--- config.mk ---
export PLATFORM = sky130hd
export DESIGN_NAME = mem_arbiter
export DESIGN_NICKNAME = d
export VERILOG_FILES = /design/src/rtl/mem_arbiter.sv
export SDC_FILE = /design/constraint.sdc
export NUM_CORES = 1
export LEC_CHECK = 0
export ABC_AREA = 1
export ABC_CLOCK_PERIOD_IN_PS = 2400
export BUFFER_PORTS_ARGS = -buffer_cell sky130_fd_sc_hd__buf_2
export CAP_MARGIN = 20
export CORE_MARGIN = 10
export CORE_UTILIZATION = 45
export CTS_CLUSTER_DIAMETER = 120
export DETAILED_ROUTE_END_ITERATION = 8
export PLACE_DENSITY = 0.82
export RECOVER_POWER = 100
export SLEW_MARGIN = 20
export SYNTH_ARGS = -nofsm -noshare
export SYNTH_HDL_FRONTEND = slang
export SYNTH_SLANG_ARGS = --single-unit
--- constraint.sdc ---
create_clock -name CLK -period 2.4 [get_ports CLK]
set_input_delay 0.24 -clock CLK [delete_from_list [all_inputs] [get_ports CLK]]
set_output_delay 0.24 -clock CLK [all_outputs]
set_load 0.02 [all_outputs]
--- src/rtl/mem_arbiter.sv ---
// Memory arbiter: serves the instruction-fetch port and the data port onto a
// single-ported RAM, with bounded starvation of instruction fetches and a
// ramready watchdog that aborts stuck accesses.
module mem_arbiter #(
    parameter int AW      = 32,
    parameter int DW      = 32,
    parameter int FAIR    = 4,
    parameter int TIMEOUT = 255
) (
    input  logic          CLK,
    input  logic          RST,
    input  logic          iREN,
    input  logic [AW-1:0] iaddr,
    input  logic          dREN,
    input  logic          dWEN,
    input  logic [AW-1:0] daddr,
    input  logic [DW-1:0] dstore,
    output logic          ihit,
    output logic [DW-1:0] iload,
    output logic          dhit,
    output logic [DW-1:0] dload,
    output logic          ramREN,
    output logic          ramWEN,
    output logic [AW-1:0] ramaddr,
    output logic [DW-1:0] ramstore,
    input  logic [DW-1:0] ramload,
    input  logic          ramready,
    output logic          err
);

    // state | meaning
    // IDLE  | no access; sample requests and grant one
    // DREQ  | data access on the RAM, waiting for ramready
    // IREQ  | instruction fetch on the RAM, waiting for ramready
    // RESP  | one-cycle hit pulse for the access just finished
    typedef enum logic [1:0] {IDLE, DREQ, IREQ, RESP} state_t;

    localparam int WW = (TIMEOUT > 0) ? $clog2(TIMEOUT + 1) : 1;
    localparam int FW = (FAIR > 0) ? $clog2(FAIR + 1) : 1;
    localparam logic [WW-1:0] WAIT_MAX = WW'(TIMEOUT);
    localparam logic [FW-1:0] FAIR_MAX = FW'(FAIR);

    state_t        state, next_state;
    logic [AW-1:0] lat_addr;
    logic [DW-1:0] lat_store;
    logic          lat_ren, lat_wen, lat_instr;
    logic [FW-1:0] fair_cnt;
    logic [WW-1:0] wait_cnt;

    logic forced, grant_d, grant_i, in_req, timed_out;

    // Grant decision: data wins unless the instruction port has been starved
    always_comb begin
        forced    = iREN && (fair_cnt == FAIR_MAX);
        grant_d   = (state == IDLE) && (dREN || dWEN) && !forced;
        grant_i   = (state == IDLE) && iREN && !grant_d;
        in_req    = (state == DREQ) || (state == IREQ);
        timed_out = in_req && !ramready && (wait_cnt == WAIT_MAX);
    end

    // State register
    always_ff @(posedge CLK) begin
        if (RST) state <= IDLE;
        else     state <= next_state;
    end

    // Next-state logic
    always_comb begin
        next_state = state;
        case (state)
            IDLE: begin
                if (grant_d)      next_state = DREQ;
                else if (grant_i) next_state = IREQ;
            end
            DREQ, IREQ: begin
                if (ramready || timed_out) next_state = RESP;
            end
            RESP:    next_state = IDLE;
            default: next_state = IDLE;
        endcase
    end

    // Outputs decoded from the state and the operation latched at grant
    always_comb begin
        ramREN   = 1'b0;
        ramWEN   = 1'b0;
        ramaddr  = '0;
        ramstore = '0;
        ihit     = 1'b0;
        dhit     = 1'b0;
        case (state)
            DREQ: begin
                ramWEN   = lat_wen;
                ramREN   = lat_ren && !lat_wen;
                ramaddr  = lat_addr;
                ramstore = lat_store;
            end
            IREQ: begin
                ramREN  = 1'b1;
                ramaddr = lat_addr;
            end
            RESP: begin
                ihit = lat_instr;
                dhit = !lat_instr;
            end
            default: ;
        endcase
    end

    // Request latching, fairness and wait counters, load capture, sticky error
    always_ff @(posedge CLK) begin
        if (RST) begin
            lat_addr  <= '0;
            lat_store <= '0;
            lat_ren   <= 1'b0;
            lat_wen   <= 1'b0;
            lat_instr <= 1'b0;
            fair_cnt  <= '0;
            wait_cnt  <= '0;
            iload     <= '0;
            dload     <= '0;
            err       <= 1'b0;
        end else begin
            if (grant_d) begin
                lat_addr  <= daddr;
                lat_store <= dstore;
                lat_ren   <= dREN;
                lat_wen   <= dWEN;
                lat_instr <= 1'b0;
                wait_cnt  <= '0;
                if (!iREN)                    fair_cnt <= '0;
                else if (fair_cnt != FAIR_MAX) fair_cnt <= fair_cnt + 1'b1;
            end else if (grant_i) begin
                lat_addr  <= iaddr;
                lat_store <= '0;
                lat_ren   <= 1'b1;
                lat_wen   <= 1'b0;
                lat_instr <= 1'b1;
                wait_cnt  <= '0;
                fair_cnt  <= '0;
            end else if (in_req) begin
                if (ramready) begin
                    if (lat_instr)                 iload <= ramload;
                    else if (lat_ren && !lat_wen)  dload <= ramload;
                end else if (timed_out) begin
                    if (lat_instr)                 iload <= '0;
                    else if (lat_ren && !lat_wen)  dload <= '0;
                    err <= 1'b1;
                end else begin
                    wait_cnt <= wait_cnt + 1'b1;
                end
            end
        end
    end

endmodule
==> results.md <==
* TritonRoute pass-1 iters at 5
* Vias at roughly 7,000
* Seq/Total Area, Yosys at approximately 44%
* Slew Limit Headroom at between 50% and 60%
* Layout area overhead at 29.24%
* P per Cell Area at 1005 nW/µm²
* I/O pins at ~270
* Core Box Area at about 14,000 µm²
* Cell internal pwr at around 0.0055 W
* CTS Hold Bufs at 0
* I/O Buffers at roughly 270
* GRT overflow at 0
* Reg clk slew, reported paths at 60 ps
* Flop pwr share at a little over a third
* Setup ws final at 107.6 ps
* Hold Crit Class: input port to flop
* Period utilization at 95.52%
* Syn avg cell area at between 6 and 7 µm²
* GRT Overall Usage at approximately 20%
* DRT antenna net count at 0
* Hold Crit Start: dstore[24]
* Sw Ratio at between 30% and 40%
* Nets@finish at 1,349
* DRT iter0 DRCs at around 470
* Final Setup Violations at 0
* Setup TNS at 0 ps
* TritonCTS clock tree: built
* Die width at between 100 and 150 µm
* Synth Register Bits at about 150
* Most common cell on crit path: inv_1
* CTS Buffer Depth at 2
* VDD IR max at 624.8 µV
* Max-Cap Viols at 0
* Multi-input gate area at roughly 2900 µm²
* Die area at between 15,000 and 20,000 µm²
* Worst setup EP type: primary output
* Area contributors post-synth: dfxtp_1 (44%), nand2_1 (18%), nand3_1 (7.2%)
* Worst-path fanout max at 33
* Bufs and invs on worst path at 4
* Clock Tree Root: clkbuf_16
* Clk pwr share at a little over a third
* Syn Inst Count at just under 1,000
* Setup bufs post-CTS at 0
* Seq. cell area at around 2900 µm²
* Required @ worst endpoint at roughly 2200 ps
* Num CTS Buffers at 17
* Min Tclk post-route at approximately 2300 ps
* Drt wl/cell at around 15 µm
* Post_cts resized at 0
* YS warnings at 0
* CTS sink cnt at between 100 and 150
* Synth area leader: dfxtp_1
* Synthesized area at 6569 µm²
* Post-route insts no fill at between 1,000 and 1,500
* Worst-path cell chain: inv_1, ha_1, buf_4, nand2_1, inv_1, clkbuf_2
* Worst-Skew Late Latency at around 420 ps
* Slowest stage delay, CP at 380 ps
* Status: finished, final reports clean
* Syn Nets at between 1,000 and 1,500
* Largest net degree at the start of global routing at 55
* Std-Cell Rows at 44
* Slowest cell on the critical path: dfxtp_1
* Filler cells at ~1,400
* Vias in the first global route at around 6,600
* # diodes at 0
* Placed Instances at 1,372
* Share of cells above drive strength 1 at around a fifth
* Yosys cell types at 29
* Dpl hpwl at 15,110 µm
* Fmax at 436.2 MHz
* Final wirelength at about 21,000 µm
* Share of the synthesized area in the top cell type at approximately 44%
* RSZ-0062 raised after global routing: no
* H-tree depth at 4
* Initial antenna violation count at 1
* Die Y at 140.8 µm
* Total power at between 0.008 and 0.009 W
* Psw at around 0.0030 W
* Critical Path Start Type: flop
* Final Max Tran Viols at 0
* Pre-CTS setup slack at approximately 280 ps
* Worst clock skew at around 9 ps
* Crit path max-delay family: buffers and inverters
* First-pass GRT wire length at around 33,000 µm
* Avg Vias per Cell at 4.950
* CP arrival at 2050 ps
* GPL Wtd Cong at approximately 0.9
* FF-to-FF Start: state[0]
* Leak at 4.365 nW
* Worst slew pin tran at around 660 ps
* Final Hold Fails at 0
* Crit Path Class: flop to primary output
* Initial Utilization at between 40% and 50%
* Combinational power share at 29.9%
* Setup crit start: state[0]
* DRC at 0
-- cells in the final DEF, fill, tap and decap left out, drive strengths merged, types with 2 or more instances in the layout --
cell / netlist / layout
a21oi: 79 / 79
a31oi: 9 / 9
buf: 39 / 151
bufinv: 0 / 6
clkbuf: 25 / 151
clkinv: 1 / 4
dfxtp: 145 / 145
ha: 8 / 8
inv: 113 / 117
nand2: 325 / 325
nand3: 98 / 98
nor2: 57 / 57
nor3: 2 / 2
o21ai: 54 / 54
or2: 7 / 7
xor2: 3 / 3
-- worst paths after layout --
check	to	slack [ps]	cells past startpoint
hold reg to reg	lat_store[1]	440	2
hold / removal	lat_store[24]	40	3
setup reg to reg	iload[6]	230	9
setup / recovery	ramaddr[12]	110	6
-- tightest hold or removal path: stages --
cell	delay (ps)
buf_2	70
nand3_1	60
nand2_1	60
-- power groups by stage --
stage / combinational (W) / clock (W) / sequential [W]
2_1_floorplan: 0.00173 / 0 / 0.00305
3_3_place_gp: 0.00256 / 0 / 0.00302
3_5_place_dp: 0.00260 / 0 / 0.00303
4_1_cts: 0.00261 / 0.00303 / 0.00298
5_1_grt: 0.00282 / 0.00314 / 0.00303
6_report: 0.00255 / 0.00299 / 0.00299
-- through the flow --
| stage | cell area [µm²] | hold slack [ps] | utilization [%] |
|---|---|---|---|
| finish | 8489 | 41.53 | 58.86 |
| global route | 8489 | 24.18 | 58.86 |
| CTS | 8647 | 26.19 | 59.95 |
| detailed placement | 7984 | 431.7 | 55.35 |
| global placement | 7984 | 427.3 | 55.35 |
| floorplan | 6569 | 378.1 | - |
-- sequential cells by signal, indices dropped and copies added (netlist names) --
register,cells
lat_ren,1
lat_addr,32
lat_instr,1
fair_cnt,3
iload,32
dload,32
wait_cnt,8
lat_wen,1
err,1
lat_store,32
state,2
-- layer usage --
metal | vias to the layer above | track usage [%] | wire, µm
li1 | 3505 | - | -
met1 | 3142 | 22.99 | 8512
met2 | 271 | 33.08 | 10050
met3 | 30 | 8.599 | 2019
met4 | 2 | 8.207 | 504
met5 | - | 0 | 13
-- kinds of logic (layout without fill, tap and decap cells) --
| logic type | count (synthesis) | after routing | share of synthesized area [%] |
|---|---|---|---|
| xor+xnor | 4 | 4 | 0.5334 |
| compound gates | 144 | 144 | 11.24 |
| fa+ha+maj | 8 | 8 | 1.524 |
| flops | 145 | 145 | 44.19 |
| buf+inv | 178 | 429 | 11.49 |
| simple gates | 490 | 490 | 31.03 |
-- synth_stat cells --
cell type    n
nand2_1    322
dfxtp_1    145
inv_1      107
nand3_1     95
a21oi_1     79
nor2_1      55
o21ai_0     54
buf_2       25
clkbuf_1    25
a31oi_1      9
ha_1         8
or2_2        7
buf_4        6
inv_2        5
buf_1        4
buf_6        4
nand2_2      3
xor2_1       3
nand3_2      2
nor3_1       2
a211oi_1     1
clkinv_1     1
inv_4        1
nand3_4      1
nand4_1      1
nor2_4       1
nor2_8       1
o32ai_1      1
xnor2_1      1
-- area by class of cell --
cell class / count / share of cell area, %
inverter: 114 / 5.070
sequential: 145 / 34.19
clock inverter: 13 / 2.712
timing repair buffer: 283 / 16.18
tap: 184 / 2.712
clock buffer: 19 / 5.099
multi-input combinational: 646 / 34.03
Power figures use the tool's default switching activity.
